==> src/rtl/operand_mult_pkg.sv <==
// Shared constants for the operand/multiply responder: command codes, FSM states
// and default sizing.
package operand_mult_pkg;

  localparam int WIDTH_DEF = 8;
  localparam int DEPTH_DEF = 8;
  localparam int ADR_W     = 3;

  localparam logic [2:0] OP_NOP    = 3'b000;
  localparam logic [2:0] OP_LOAD_A = 3'b001;
  localparam logic [2:0] OP_LOAD_B = 3'b010;
  localparam logic [2:0] OP_MUL    = 3'b011;
  localparam logic [2:0] OP_WRITE  = 3'b100;
  localparam logic [2:0] OP_READ   = 3'b101;

  typedef enum logic {
    ST_IDLE = 1'b0,
    ST_MULT = 1'b1
  } state_t;

endpackage

==> src/rtl/seq_multiplier.sv <==
// Shift-add multiplier, one partial product per cycle, WIDTH cycles per product.
// Two's complement operands when MUL_SIGNED_EN is defined, unsigned otherwise.
module seq_multiplier #(
  parameter int WIDTH = 8
) (
  input  logic               clk,
  input  logic               reset,
  input  logic               start_i,
  input  logic [WIDTH-1:0]   a_i,
  input  logic [WIDTH-1:0]   b_i,
  output logic               last_o,
  output logic               done_o,
  output logic [2*WIDTH-1:0] product_o
);

  localparam int CW = (WIDTH > 1) ? $clog2(WIDTH) : 1;

  logic               busy_q;
  logic [CW-1:0]      cnt_q;
  logic [2*WIDTH-1:0] acc_q, mcand_q, prod_q;
  logic [WIDTH-1:0]   mplier_q;
  logic               neg_q, done_q;

  logic [WIDTH-1:0]   a_mag, b_mag;
  logic               neg_start;
  logic [2*WIDTH-1:0] acc_d, prod_d;

`ifdef MUL_SIGNED_EN
  // Multiply magnitudes; the most negative value's magnitude still fits unsigned.
  assign a_mag     = a_i[WIDTH-1] ? -a_i : a_i;
  assign b_mag     = b_i[WIDTH-1] ? -b_i : b_i;
  assign neg_start = a_i[WIDTH-1] ^ b_i[WIDTH-1];
`else
  assign a_mag     = a_i;
  assign b_mag     = b_i;
  assign neg_start = 1'b0;
`endif

  assign acc_d  = acc_q + (mplier_q[0] ? mcand_q : '0);
  assign prod_d = neg_q ? -acc_d : acc_d;
  assign last_o = busy_q && (cnt_q == CW'(WIDTH - 1));

  always_ff @(posedge clk or posedge reset) begin
    if (reset) begin
      busy_q   <= 1'b0;
      cnt_q    <= '0;
      acc_q    <= '0;
      mcand_q  <= '0;
      mplier_q <= '0;
      neg_q    <= 1'b0;
      prod_q   <= '0;
      done_q   <= 1'b0;
    end else begin
      done_q <= 1'b0;
      if (start_i && !busy_q) begin
        busy_q   <= 1'b1;
        cnt_q    <= '0;
        acc_q    <= '0;
        mcand_q  <= {{WIDTH{1'b0}}, a_mag};
        mplier_q <= b_mag;
        neg_q    <= neg_start;
      end else if (busy_q) begin
        acc_q    <= acc_d;
        mcand_q  <= mcand_q << 1;
        mplier_q <= mplier_q >> 1;
        cnt_q    <= cnt_q + CW'(1);
        if (last_o) begin
          busy_q <= 1'b0;
          prod_q <= prod_d;
          done_q <= 1'b1;
        end
      end
    end
  end

  assign done_o    = done_q;
  assign product_o = prod_q;

endmodule

==> src/rtl/operand_mult_responder.sv <==
// Command responder: register file, operand latches, result RAM and the IDLE/MULT
// handshake FSM. Signed multiply is selected with the MUL_SIGNED_EN macro.
module operand_mult_responder
  import operand_mult_pkg::*;
#(
  parameter int WIDTH = WIDTH_DEF,
  parameter int DEPTH = DEPTH_DEF
) (
  input  logic               clk,
  input  logic               reset,
  input  logic               rf_we,
  input  logic [ADR_W-1:0]   rf_wadr,
  input  logic [WIDTH-1:0]   rf_wdata,
  input  logic               cmd_valid,
  input  logic [2:0]         cmd_op,
  input  logic [ADR_W-1:0]   cmd_adr,
  output logic               cmd_ready,
  output logic [WIDTH-1:0]   op_a,
  output logic [WIDTH-1:0]   op_b,
  output logic [2*WIDTH-1:0] product,
  output logic               mul_done,
  output logic [2*WIDTH-1:0] rd_data,
  output logic               rd_valid,
  output logic               err,
  output logic               dbg_state
);

  // Handshake: a command transfers on a rising edge where cmd_valid && cmd_ready;
  // cmd_ready is low only while a multiply runs, and commands offered then are dropped.
  state_t             state_q;
  logic [WIDTH-1:0]   op_a_q, op_b_q;
  logic [2*WIDTH-1:0] rd_data_q;
  logic               rd_valid_q, err_q;
  logic [WIDTH-1:0]   rf_q  [DEPTH];
  logic [2*WIDTH-1:0] ram_q [DEPTH];

  logic accept, mult_start, mult_last;

  assign cmd_ready  = (state_q == ST_IDLE);
  assign accept     = cmd_valid && cmd_ready;
  assign mult_start = accept && (cmd_op == OP_MUL);

  seq_multiplier #(.WIDTH(WIDTH)) u_mult (
    .clk       (clk),
    .reset     (reset),
    .start_i   (mult_start),
    .a_i       (op_a_q),
    .b_i       (op_b_q),
    .last_o    (mult_last),
    .done_o    (mul_done),
    .product_o (product)
  );

  always_ff @(posedge clk or posedge reset) begin
    if (reset) begin
      state_q    <= ST_IDLE;
      op_a_q     <= '0;
      op_b_q     <= '0;
      rd_data_q  <= '0;
      rd_valid_q <= 1'b0;
      err_q      <= 1'b0;
      for (int i = 0; i < DEPTH; i++) begin
        rf_q[i]  <= '0;
        ram_q[i] <= '0;
      end
    end else begin
      rd_valid_q <= 1'b0;
      if (rf_we) rf_q[rf_wadr] <= rf_wdata;

      case (state_q)
        ST_IDLE: if (mult_start) state_q <= ST_MULT;
        ST_MULT: if (mult_last)  state_q <= ST_IDLE;
        default: state_q <= ST_IDLE;
      endcase

      // Loads read rf_q before this edge's host write lands, so they see old data.
      if (accept) begin
        case (cmd_op)
          OP_NOP:    ;
          OP_LOAD_A: op_a_q <= rf_q[cmd_adr];
          OP_LOAD_B: op_b_q <= rf_q[cmd_adr];
          OP_MUL:    ;
          OP_WRITE:  ram_q[cmd_adr] <= product;
          OP_READ: begin
            rd_data_q  <= ram_q[cmd_adr];
            rd_valid_q <= 1'b1;
          end
          default:   err_q <= 1'b1;
        endcase
      end
    end
  end

  assign op_a      = op_a_q;
  assign op_b      = op_b_q;
  assign rd_data   = rd_data_q;
  assign rd_valid  = rd_valid_q;
  assign err       = err_q;
  assign dbg_state = (state_q == ST_MULT);

endmodule

==> config.mk <==
export PLATFORM = sky130hd
export DESIGN_NAME = operand_mult_responder
export DESIGN_NICKNAME = d
export VERILOG_FILES = /design/src/rtl/operand_mult_pkg.sv /design/src/rtl/seq_multiplier.sv /design/src/rtl/operand_mult_responder.sv
export SDC_FILE = /design/constraint.sdc
export NUM_CORES = 1
export LEC_CHECK = 0
export BUFFER_PORTS_ARGS = -buffer_cell sky130_fd_sc_hd__buf_2
export CAP_MARGIN = 0
export CELL_PAD_IN_SITES_DETAIL_PLACEMENT = 1
export CELL_PAD_IN_SITES_GLOBAL_PLACEMENT = 1
export CORE_AREA = 2 2 234 236
export DETAILED_ROUTE_END_ITERATION = 16
export DIE_AREA = 0 0 236 238
export GPL_ROUTABILITY_DRIVEN = 0
export GPL_TIMING_DRIVEN = 0
export PLACE_DENSITY_LB_ADDON = 0.1
export SLEW_MARGIN = 20
export SYNTH_ARGS = -nofsm -noshare
export SYNTH_HDL_FRONTEND = slang
export SYNTH_SLANG_ARGS = --single-unit
==> constraint.sdc <==
create_clock -name clk -period 9.6 [get_ports clk]
set_input_delay 1.44 -clock clk [delete_from_list [all_inputs] [get_ports clk]]
set_output_delay 1.44 -clock clk [all_outputs]
set_load 0.01 [all_outputs]
==> qor.csv <==
metric;value;unit
outcome;finished, final reports clean;
Synth Net Count;1028;
clock buffer depth;3;
routed length per instance;21.1;µm
CP top delay family;simple AND/OR/NAND/NOR gates;
Top-Level Pins;74;
crit path capture type;register;
routed vias/inst;4.62;
post-cts gate resize count;0;
CTS Sinks;288;
VDD IR-drop max;0.0980;mV
clk_skew;0.0159;ns
vias in the first global route;9285;
CTS buffer count;38;
Hold Path Class;register to register;
Worst-Skew Late Latency;0.55;ns
Buf/Inv on CP;2;
Final min period;3.25;ns
Post-Place Cells;1757;
Final Hold Viols;0;
DRC violations left;0;
worst-margin pin slew;1.09;ns
vias post-DR;8411;
Initial DRT Pass Iterations;4;
CTS tree;yes;
Yosys Warn Count;0;
Worst Path Arrival;3.67;ns
ANT nets after route;0;
starting density of the core;24.8;%
Post-CTS Setup Inserts;0;
DIE HEIGHT;238;µm
Core Box Area;53500;µm²
DRT iter0 DRCs;327;
final net count;1140;
layout cells sized above 1;30.3;%
area post-placement;14600;µm²
Logic pwr share;20.3;%
critical path class;input pin to register;
Mapped Area;13300;µm²
Worst EP required;10.02;ns
Post-Syn Instances;989;
P per Cell Area;255;nW/µm²
part of the Yosys area used for sequential elements;54.4;%
hold_buf cts;0;
commonest non-fill, non-tap cell in the layout;dfrtp_1;
Final Cell Area;15800;µm²
Startpoint Class;input pin;
Static Leakage;7.34;nW
TNS Setup;0;ns
first-pass GRT wire length;60800;µm
slowest stage delay, CP;0.42;ns
Final period util;33.8;%
number of distinct library cells after synthesis;56;
crit-path max FO;10;
diodes inserted;0;
Sw Ratio;31.4;%
final setup fails;0;
Routed WL;38400;µm
final instance count without filler cells;1822;
Clock Power Share;35.8;%
Critical-path top delay cell;nor2_2;
RSZ-0062 raised after global routing;no;
row cnt;85;
count of input and output buffers;69;
clock-pin slew on the worst setup and hold paths;0.06;ns
synthesized area per cell;13.4;µm²
Sw Pwr;1.27;mW
Seq cells post-synth;288;
Max Cap Viol;0;
Async S/R FF share, synth;100;%
max-slew violation count;0;
Max Fclk;308;MHz
ys flop type;dfrtp_1;
gr ovfl total;0;
initial antenna violation count;1;
die area;56200;µm²
die width;236;µm
hpwl dp;26900;µm
Seq pwr share;43.8;%
Post-synth EDFFs;0;
Syn-to-layout area delta;19.3;%
most frequent cells in the layout;dfrtp_1 (288), mux2_2 (136), mux2_1 (89);
worst rel slew slack;27.4;%
largest net degree at the start of global routing;86;
total power;4.03;mW
GRT Resource Usage Total;14.2;%
cell-internal power;2.77;mW
CP cell instances;buf_2 -> nor2b_2 -> nand2_1 -> nor3_2 -> nand2b_1 -> nor2_2 -> buf_4 -> mux2_2;
H-tree level count;2;
root buffer cell;clkbuf_16;
kinds of logic after synthesis:
| logic type | after synthesis | synth area share, % |
|---|---|---|
| xor gates and xnor gates | 12 | 0.793 |
| and+or+nand+nor | 167 | 6.51 |
| muxes | 298 | 27.7 |
| adders and majority gates | 18 | 1.76 |
| DFF | 288 | 54.4 |
| AOI/OAI and AO/OA | 145 | 6.83 |
| buffers and inverters | 61 | 2.08 |
per-stage QoR:
step	worst slack, ns	hold WS, ns	utilization, %
3_3_place_gp	-4.28	0.461	27.0
2_1_floorplan	0.211	0.452	-
6_report	6.35	0.471	29.5
5_1_grt	6.17	0.491	29.5
4_1_cts	6.28	0.476	29.5
3_5_place_dp	5.70	0.460	27.2
synth_stat cells (4+ instances only):
| master | number | share of area (%) |
|---|---|---|
| o21ai_1 | 17 | 0.64 |
| ha_1 | 17 | 1.6 |
| nand2_1 | 84 | 2.4 |
| xnor2_1 | 9 | 0.59 |
| buf_1 | 5 | 0.14 |
| buf_2 | 16 | 0.60 |
| a221oi_1 | 8 | 0.53 |
| inv_1 | 7 | 0.20 |
| a22oi_1 | 8 | 0.45 |
| nand4_1 | 4 | 0.19 |
| nand2b_1 | 9 | 0.42 |
| nand4b_1 | 4 | 0.26 |
| o21ai_0 | 45 | 1.7 |
| buf_4 | 7 | 0.40 |
| nor3_2 | 4 | 0.30 |
| o22ai_1 | 11 | 0.52 |
| mux2_2 | 136 | 12 |
| mux2i_1 | 41 | 3.1 |
| dfrtp_1 | 288 | 54 |
| and2_1 | 18 | 0.85 |
| nor2_1 | 19 | 0.54 |
| mux2_1 | 89 | 7.6 |
| a21o_1 | 9 | 0.51 |
| clkbuf_1 | 26 | 0.74 |
| mux4_2 | 32 | 5.4 |
| a21oi_1 | 24 | 0.91 |
| and3_1 | 4 | 0.19 |
worst paths after layout:
kind | from | end | slack, ns | cells after the start
worst max-delay path | cmd_valid | ram_q[54]$_DFFE_PP0P_ | 6.35 | 8
worst max register to register | u_mult.mplier_q[0]$_DFFE_PP0P_ | u_mult.product_o[12]$_DFFE_PP0P_ | 6.67 | 9
max in group asynchronous | reset | ram_q[108]$_DFFE_PP0P_ | 7.54 | 4
min in group asynchronous | reset | rf_q[41]$_DFFE_PP0P_ | 0.87 | 2
worst min register to register | err$_DFFE_PP0P_ | err$_DFFE_PP0P_ | 0.47 | 1
worst min-delay path | err$_DFFE_PP0P_ | err$_DFFE_PP0P_ | 0.47 | 1
registers in the layout, indices dropped and copies added (netlist names), 3 cells and up:
name,cells
u_mult.mplier_q,8
rd_data,16
u_mult.mcand_q,16
u_mult.cnt_q,3
rf_q,64
u_mult.acc_q,16
op_a,8
ram_q,128
u_mult.product_o,16
op_b,8
routing by layer:
metal  share of wire (%)  track usage, %
met4                 2.0            3.92
met1                  47            19.3
met2                  47            23.4
met5                   0               0
met3                 3.1            2.26
power groups by stage:
stage | logic (mW) | clock network (mW) | registers (mW)
final | 0.821 | 1.45 | 1.77
after global routing | 0.921 | 1.55 | 1.83
after CTS | 0.849 | 1.50 | 1.78
after detailed placement | 0.846 | 0 | 1.79
after global placement | 0.826 | 0 | 1.79
after floorplan | 0.515 | 0 | 1.72
cell type report:
type | instances | area, µm²
Sequential cell | 288 | 7210
Clock buffer | 52 | 1070
Timing Repair Buffer | 72 | 428
Buffer | 54 | 249
Multi-Input combinational cell | 640 | 5770
Fill cell | 5745 | 37700
Clock inverter | 13 | 171
Tap cell | 696 | 871
Inverter | 7 | 33.8
worst reg2reg max path: stages (launching register included):
cell,delay [ns]
dfrtp_1,0.47
and2_1,0.20
ha_1,0.21
fa_1,0.41
a21o_1,0.23
a311o_1,0.44
o31ai_4,0.26
o21ai_1,0.13
xor2_1,0.20
mux2_2,0.29
Note: power is estimated with default switching activity, not from simulation.
